`src/rtl/serial_add_pkg.sv`:
```
// Shared types and sizing helpers for the bit-serial adder (serial_add_unit).
package serial_add_pkg;

   typedef enum logic [1:0] {
      IDLE = 2'd0,
      RUN  = 2'd1,
      DONE = 2'd2
   } state_e;

   function automatic int num_digits(input int width, input int digit);
      return width / digit;
   endfunction

   function automatic int cnt_width(input int n);
      return (n <= 1) ? 1 : $clog2(n);
   endfunction

endpackage

```
`src/rtl/serial_add_unit_digit_adder.sv`:
```
// digit_adder: DIGIT-bit combinational ripple adder; c_msb is the carry into the top bit.
module digit_adder #(
   parameter int DIGIT = 1
) (
   input  logic [DIGIT-1:0] x,
   input  logic [DIGIT-1:0] y,
   input  logic             ci,
   output logic [DIGIT-1:0] s,
   output logic             co,
   output logic             c_msb
);

   always_comb begin
      logic [DIGIT:0] c;
      c    = '0;
      s    = '0;
      c[0] = ci;
      for (int i = 0; i < DIGIT; i++) begin
         s[i]   = x[i] ^ y[i] ^ c[i];
         c[i+1] = (x[i] & y[i]) | (c[i] & (x[i] ^ y[i]));
      end
      co    = c[DIGIT];
      c_msb = c[DIGIT-1];
   end

endmodule

```
`src/rtl/serial_add_unit.sv`:
```
// Bit-serial adder, DIGIT bits per clock, LSD first. Define SERIAL_ADD_SUB_EN to add
// the sub port (a - b computed as a + ~b + 1).
module serial_add_unit
   import serial_add_pkg::*;
#(
   parameter int WIDTH = 8,
   parameter int DIGIT = 1
) (
   input  logic             clk,
   input  logic             rst_n,
   input  logic             start,
   input  logic [WIDTH-1:0] a,
   input  logic [WIDTH-1:0] b,
   input  logic             cin,
`ifdef SERIAL_ADD_SUB_EN
   input  logic             sub,
`endif
   output logic             busy,
   output logic             done,
   output logic [WIDTH-1:0] sum,
   output logic             cout,
   output logic             overflow,
   output logic [1:0]       dbg_state
);

   localparam int N  = num_digits(WIDTH, DIGIT);
   localparam int CW = cnt_width(N);

   if (WIDTH < 2) begin : g_bad_width
      $error("serial_add_unit: WIDTH must be at least 2");
   end
   if (WIDTH % DIGIT != 0) begin : g_bad_digit
      $error("serial_add_unit: DIGIT must divide WIDTH");
   end

   // Handshake: start is taken on a rising edge only in IDLE or DONE; busy is high for the
   // N RUN cycles that follow; done pulses for one cycle, after which sum/cout/overflow
   // stay stable until the next accepted start.
   state_e           state;
   logic [WIDTH-1:0] a_sr;
   logic [WIDTH-1:0] b_sr;
   logic             carry;
   logic [CW-1:0]    cnt;
   logic [DIGIT-1:0] d_s;
   logic             d_co;
   logic             d_cmsb;
   logic [WIDTH-1:0] b_load;
   logic             c_load;
   logic             accept;

`ifdef SERIAL_ADD_SUB_EN
   assign b_load = sub ? ~b : b;
   assign c_load = sub ? 1'b1 : cin;
`else
   assign b_load = b;
   assign c_load = cin;
`endif

   assign accept    = start && (state == IDLE || state == DONE);
   assign dbg_state = state;

   digit_adder #(.DIGIT(DIGIT)) u_digit (
      .x     (a_sr[DIGIT-1:0]),
      .y     (b_sr[DIGIT-1:0]),
      .ci    (carry),
      .s     (d_s),
      .co    (d_co),
      .c_msb (d_cmsb)
   );

   always_ff @(posedge clk or negedge rst_n) begin
      if (!rst_n) begin
         state    <= IDLE;
         a_sr     <= '0;
         b_sr     <= '0;
         carry    <= 1'b0;
         cnt      <= '0;
         busy     <= 1'b0;
         done     <= 1'b0;
         sum      <= '0;
         cout     <= 1'b0;
         overflow <= 1'b0;
      end else begin
         done <= 1'b0;
         case (state)
            IDLE, DONE: begin
               if (accept) begin
                  a_sr  <= a;
                  b_sr  <= b_load;
                  carry <= c_load;
                  cnt   <= '0;
                  busy  <= 1'b1;
                  state <= RUN;
               end else begin
                  state <= IDLE;
               end
            end
            RUN: begin
               // New digit enters at the top so the LSD lands at bit 0 after N shifts.
               sum   <= (sum >> DIGIT) | (WIDTH'(d_s) << (WIDTH - DIGIT));
               a_sr  <= a_sr >> DIGIT;
               b_sr  <= b_sr >> DIGIT;
               carry <= d_co;
               cnt   <= cnt + CW'(1);
               if (cnt == CW'(N - 1)) begin
                  cout     <= d_co;
                  overflow <= d_co ^ d_cmsb;
                  cnt      <= '0;
                  busy     <= 1'b0;
                  done     <= 1'b1;
                  state    <= DONE;
               end
            end
            default: begin
               busy  <= 1'b0;
               state <= IDLE;
            end
         endcase
      end
   end

endmodule

```
`config.mk`:
```
export PLATFORM = sky130hd
export DESIGN_NAME = serial_add_unit
export DESIGN_NICKNAME = d
export VERILOG_FILES = /design/src/rtl/serial_add_pkg.sv /design/src/rtl/serial_add_unit_digit_adder.sv /design/src/rtl/serial_add_unit.sv
export SDC_FILE = /design/constraint.sdc
export NUM_CORES = 1
export LEC_CHECK = 0
export BUFFER_PORTS_ARGS = -buffer_cell sky130_fd_sc_hd__buf_2
export CAP_MARGIN = 5
export CORE_MARGIN = 5
export CORE_UTILIZATION = 49
export DETAILED_ROUTE_END_ITERATION = 8
export GPL_TIMING_DRIVEN = 0
export PLACE_DENSITY = 0.77
export SLEW_MARGIN = 20
export SYNTH_ARGS = -nofsm -noshare
export SYNTH_HDL_FRONTEND = slang
export SYNTH_SLANG_ARGS = --single-unit
```
`constraint.sdc`:
```
create_clock -name clk -period 1.35 [get_ports clk]
set_input_delay 0.27 -clock clk [delete_from_list [all_inputs] [get_ports clk]]
set_output_delay 0.27 -clock clk [all_outputs]
set_load 0.02 [all_outputs]
```
# Word-level counts from Yosys, hierarchy flattened
# Cells that the tools add are included.
# word_totals
inputBits	20
ff_bits	34
ram_bits	0
n_memories	0
latch_bits	0
output_inout_bits	14
wordCells	48
mem_bits_ro	0
# classes
magnitude_cmp	0
mux	17
add_sub_neg	1
n_reduce_logical	8
eq_ne	5
n_bitwise	7
n_div	0
n_mul	0
shifts	0
# ops
operator	count
case mux 8 bit (2 select lines)	2
two-way mux 8 bit	2
bitwise OR 7 x 8 -> 8 bit	1
two-way mux 1 bit	6
two-way mux 3 bit	2
case mux 3 bit (2 select lines)	1
AND reduction 2 bit	3
!= test 2 bit (second input constant)	2
case mux 1 bit (2 select lines)	2
case mux 2 bit (2 select lines)	1
adder 3 x 1 -> 3 bit (second input constant)	1
equality test 3 bit (second input constant)	1
XOR 1 bit	3
bitwise AND 1 bit	2
equality test 2 x 1 -> 1 bit (second input constant)	1
equality test 2 bit (second input constant)	1
logical NOT 2 bit	1
two-way mux 2 bit	1
nonzero test 2 bit	1
OR reduction 2 bit	1
logical AND 1 bit	1
logical OR 1 bit	1
bitwise OR 1 bit	1

# Logic depth before layout (Yosys ltp)
# depth
depth_word	5
ltp_mapped	4

# Hierarchy
# From an unflattened synthesis, not the netlist that was laid out.
# unflattened
cells_unflattened	127
hier_area_um2	1767.9
# by_module_without_submodules
mod	area_per_inst_um2	cells_each	seq_area_each_um2	n_inst
serial_add_unit	1740.4	125	850.8	1
digit_adder	27.5	2	0.0	1

# Least setup slack after synthesis
# OpenSTA, ideal clock, no wires.
# synth_path
kind	reg2reg
from	reg cnt[0]
to	reg cnt[2]
path_slack_ns	-0.072
path_stages_with_launch	5
n_path_buf	0
period_less_slack_ns	1.422
arrival_ns	1.301
setup_ns	0.121
cell_sequence	dfrtp_1 -> ha_1 -> ha_1 -> mux2_1 -> a22o_1
# synth_via
elab_chain_cells	3
word_cells_on_any_way	4
cone_classes	add/sub (1); eq/ne (1); mux (2)
# synth_rtl
item	line	text
start: declaration	serial_add_unit.sv:43	logic [CW-1:0] cnt;
start signal: assignment	serial_add_unit.sv:104	cnt <= cnt + CW'(1);
adder 3 x 1 -> 3 bit or equality test 3 bit (tied branches)	serial_add_unit.sv:104, serial_add_unit.sv:105	
two-way mux 3 bit (*)	serial_add_unit.sv:105	if (cnt == CW'(N - 1)) begin
case mux 3 bit (2 select lines) (*)	serial_add_unit.sv:85	case (state)
# Every way passes the cells marked *; elsewhere a longest branch is shown, timed or not.
# A chain may end at the register's enable or synchronous reset.

# Worst setup path after layout
# layout_path
from	reg cnt[1]
to	reg overflow
# layout_via
elab_chain_cells	2
# layout_rtl
item	line	text
equality test 3 bit	serial_add_unit.sv:105	
AND reduction 2 bit (no source line)	n/a	
end signal: assignment	serial_add_unit.sv:107	overflow <= d_co ^ d_cmsb;
end: declaration	serial_add_unit.sv:22	output logic overflow,
# Every way passes these cells.

==> results.py <==
metrics = {
    "logic_synthesis": {
        "ys_top_cells_by_area": "dfrtp_1, mux2i_1, mux2_4",
        "syn-num-nets": 149,
        "syn_area_sq_mm": 0.00176,
        "syn_avg_cell_area_sq_um": 14.0,
        "synth_top_area_frac": 0.483,
        "ys_ff_latch": 34,
        "synthCells": 126,
        "ys_seq_area_frac": 0.483,
        "synth.yosys.warnings": 0,
        "synth_cell_type_count": 24,
        "synth_top_area_cell": "dfrtp_1",
    },
    "global_routing": {
        "antenna_found_initial": 0,
        "grt_pass1_wl_mm": 5.29,
        "grt_max_degree": 35,
        "grt_usage": 0.134,
        "gr-total-overflow": 0,
        "first_global_vias": 1167,
    },
    "pwr": {
        "p_leak_uw": 0.00106,
        "vdd_drop_max_mv": 0.727,
        "powerDensity_mw_per_mm2": 2100,
    },
    "sta": {
        "tns_ns": -0.184,
        "slew_headroom": 0.507,
        "worst_slack_ns": -0.0678,
        "period_needed_ns": 1.42,
        "hold_viol": 0,
        "rsz0062_at_grt": "yes",
        "clock_skew_ns": 0.00413,
        "post-route-period-util": 1.05,
        "tightestPinTransition_ns": 0.739,
        "fmax_mhz": 705,
        "finalSetupViolCount": 3,
        "drv_slew": 0,
    },
    "setup_path": {
        "crit_slowest_cell": "dfrtp_1",
        "crit_path_start_kind": "register",
        "slowest_delay_ns": 0.41,
        "cp_max_fo": 4,
        "path_cells": "ha_2, ha_4, and3b_2, mux2_4",
        "cp_data_required_time_ns": 1.57,
        "end_kind": "register",
        "worstPathArrival_ns": 1.63,
        "critical_path_class": "reg2reg",
    },
    "outcome": {
        "status": "complete, but fails checks",
        "violations": "negative setup slack",
    },
    "finish": {
        "fill_cells": 305,
        "diodes": 0,
        "syn2layout_area_growth_pct": 17.7,
        "final_util": 0.607,
        "nets": 191,
        "final_layout_size_suffix_gt1_frac": 0.399,
        "final_area_sq_mm": 0.00207,
        "final_cell_mix": "mux2i_1, buf_2, dfrtp_1, mux2_4, buf_4",
        "layout_commonest_cell": "mux2i_1",
    },
    "die": {
        "die-area_sq_mm": 0.00490,
        "die_y_microns": 70.0,
        "ioPinCount": 34,
        "start_util": 0.516,
        "rows": 21,
        "die_w_microns": 70.0,
        "coreArea_sq_mm": 0.00342,
    },
    "run": {
        "drv_cap": 0,
    },
    "min_path": {
        "hp-class": "in2async",
    },
    "clock_tree": {
        "ctsRootBufferMaster": "clkbuf_4",
        "clk_latency_ns": 0.33,
        "cts_inserted_buffers": 5,
        "clk_pin_slew_ns": 0.09,
        "cts_num_sinks": 34,
        "clockBufferDepth": 2,
        "cts_tree": "built",
        "htree_levels": 2,
    },
    "placed_design": {
        "port_buffers": 33,
        "placed_area_sq_mm": 0.00201,
        "gp_congestion": 0.786,
        "dp_hpwl_mm": 2.20,
    },
    "drt": {
        "wirelength_mm": 3.05,
        "via_per_inst": 5.21,
        "vias": 1116,
        "routedWlPerCell_microns": 14.2,
        "drtPass1Iterations": 4,
        "ant_nets": 0,
        "drc": 0,
        "drt_first_iter_violations": 44,
    },
}
-- layer usage --
layer,share of wire,up-vias,GRT usage
li1,-,540,-
met1,0.45,542,0.164
met2,0.48,28,0.215
met3,0.061,6,0.0560
met4,0.014,0,0.0447
met5,0,-,0
-- kinds of logic (layout without fill, tap and decap cells) --
| kind of cell | count (synthesis) | count (layout) | share of synthesized area |
|---|---|---|---|
| AOI/OAI and AO/OA | 6 | 6 | 0.0248 |
| xor gates and xnor gates | 1 | 1 | 0.00497 |
| adders and majority gates | 3 | 3 | 0.0255 |
| buffers and inverters | 9 | 51 | 0.0433 |
| DFF | 34 | 34 | 0.483 |
| muxes | 59 | 59 | 0.365 |
| and+or+nand+nor | 14 | 14 | 0.0539 |
-- path summary, 6_finish.rpt --
kind | start | endpoint | slack [ns] | depth (start not counted)
max | cnt[1] | overflow | -0.07 | 4
max reg2reg | cnt[1] | overflow | -0.07 | 4
min reg2reg | overflow | overflow | 0.52 | 1
min | rst_n | cnt[2] | 0.0003 | 1
max in group asynchronous | rst_n | b_sr[5] | 0.89 | 1
min in group clk | a[4] | a_sr[4] | 0.23 | 3
-- repair_timing --
item / 4_1_cts / 5_1_grt
hold buffers: 0 / 0
buffers inserted: 2 / 0
resized for setup: 2 / 0
pin swaps: 1 / 0
endpoints found under the hold margin: 0 / 0
setup endpoints to repair: 4 / 4
-- Yosys cell counts (all sizes together) --
cell and instances:
a21boi 1, a22o 1, a2bb2oi 1, and3b 2, buf 9, dfrtp 34
fa 1, ha 2, mux2 12, mux2i 47, nand2b 1, nand3 4
nand4bb 1, nor2 3, nor2b 1, o21ai 2, o2bb2ai 1, or3 1
or3b 1, xor2 1
-- critical path: cells and delay by family, from the launching register on --
| family | cells | cell delay [ns] |
|---|---|---|
| multiplexers | 1 | 0.30 |
| flip-flops | 1 | 0.41 |
| AND/OR/NAND/NOR | 1 | 0.22 |
| adder cells (fa/ha/maj) | 2 | 0.37 |
-- power by group --
part | switching (uW) | leakage, uW | total (uW) | internal (uW)
Clock | 300 | 0.0000254 | 496 | 196
Combinational | 927 | 0.000608 | 2070 | 1140
Sequential | 343 | 0.000429 | 1790 | 1450
Total | 1570 | 0.00106 | 4360 | 2790
-- cell type report --
type | count | area (sq um) | share of cell area
multi-input combinational | 83 | 865 | 0.417
sequential | 34 | 851 | 0.410
timing repair buffer | 35 | 180 | 0.0869
buffer | 9 | 76.3 | 0.0368
tap | 46 | 57.6 | 0.0277
clock buffer | 7 | 45.0 | 0.0217
-- sequential cells by signal (all words and copies together) (netlist names) --
signal,flops
done,1
busy,1
cnt,3
carry,1
dbg_state,2
b_sr,8
a_sr,8
cout,1
sum,8
overflow,1
-- per-stage QoR --
| step | setup WS (ns) | instances | total power (uW) | hold WS, ns |
|---|---|---|---|---|
| finish | -0.0678 | 214 | 4360 | 0.000273 |
| global route | -0.0998 | 214 | 4690 | 0.0520 |
| CTS | -0.0636 | 214 | 4420 | 0.0232 |
| detailed placement | -0.0608 | 205 | 3860 | 0.387 |
| global placement | -0.0215 | 205 | 3760 | 0.372 |
| floorplan | 0.0229 | 126 | 3360 | -0.0256 |
Power figures use the tool's default switching activity.
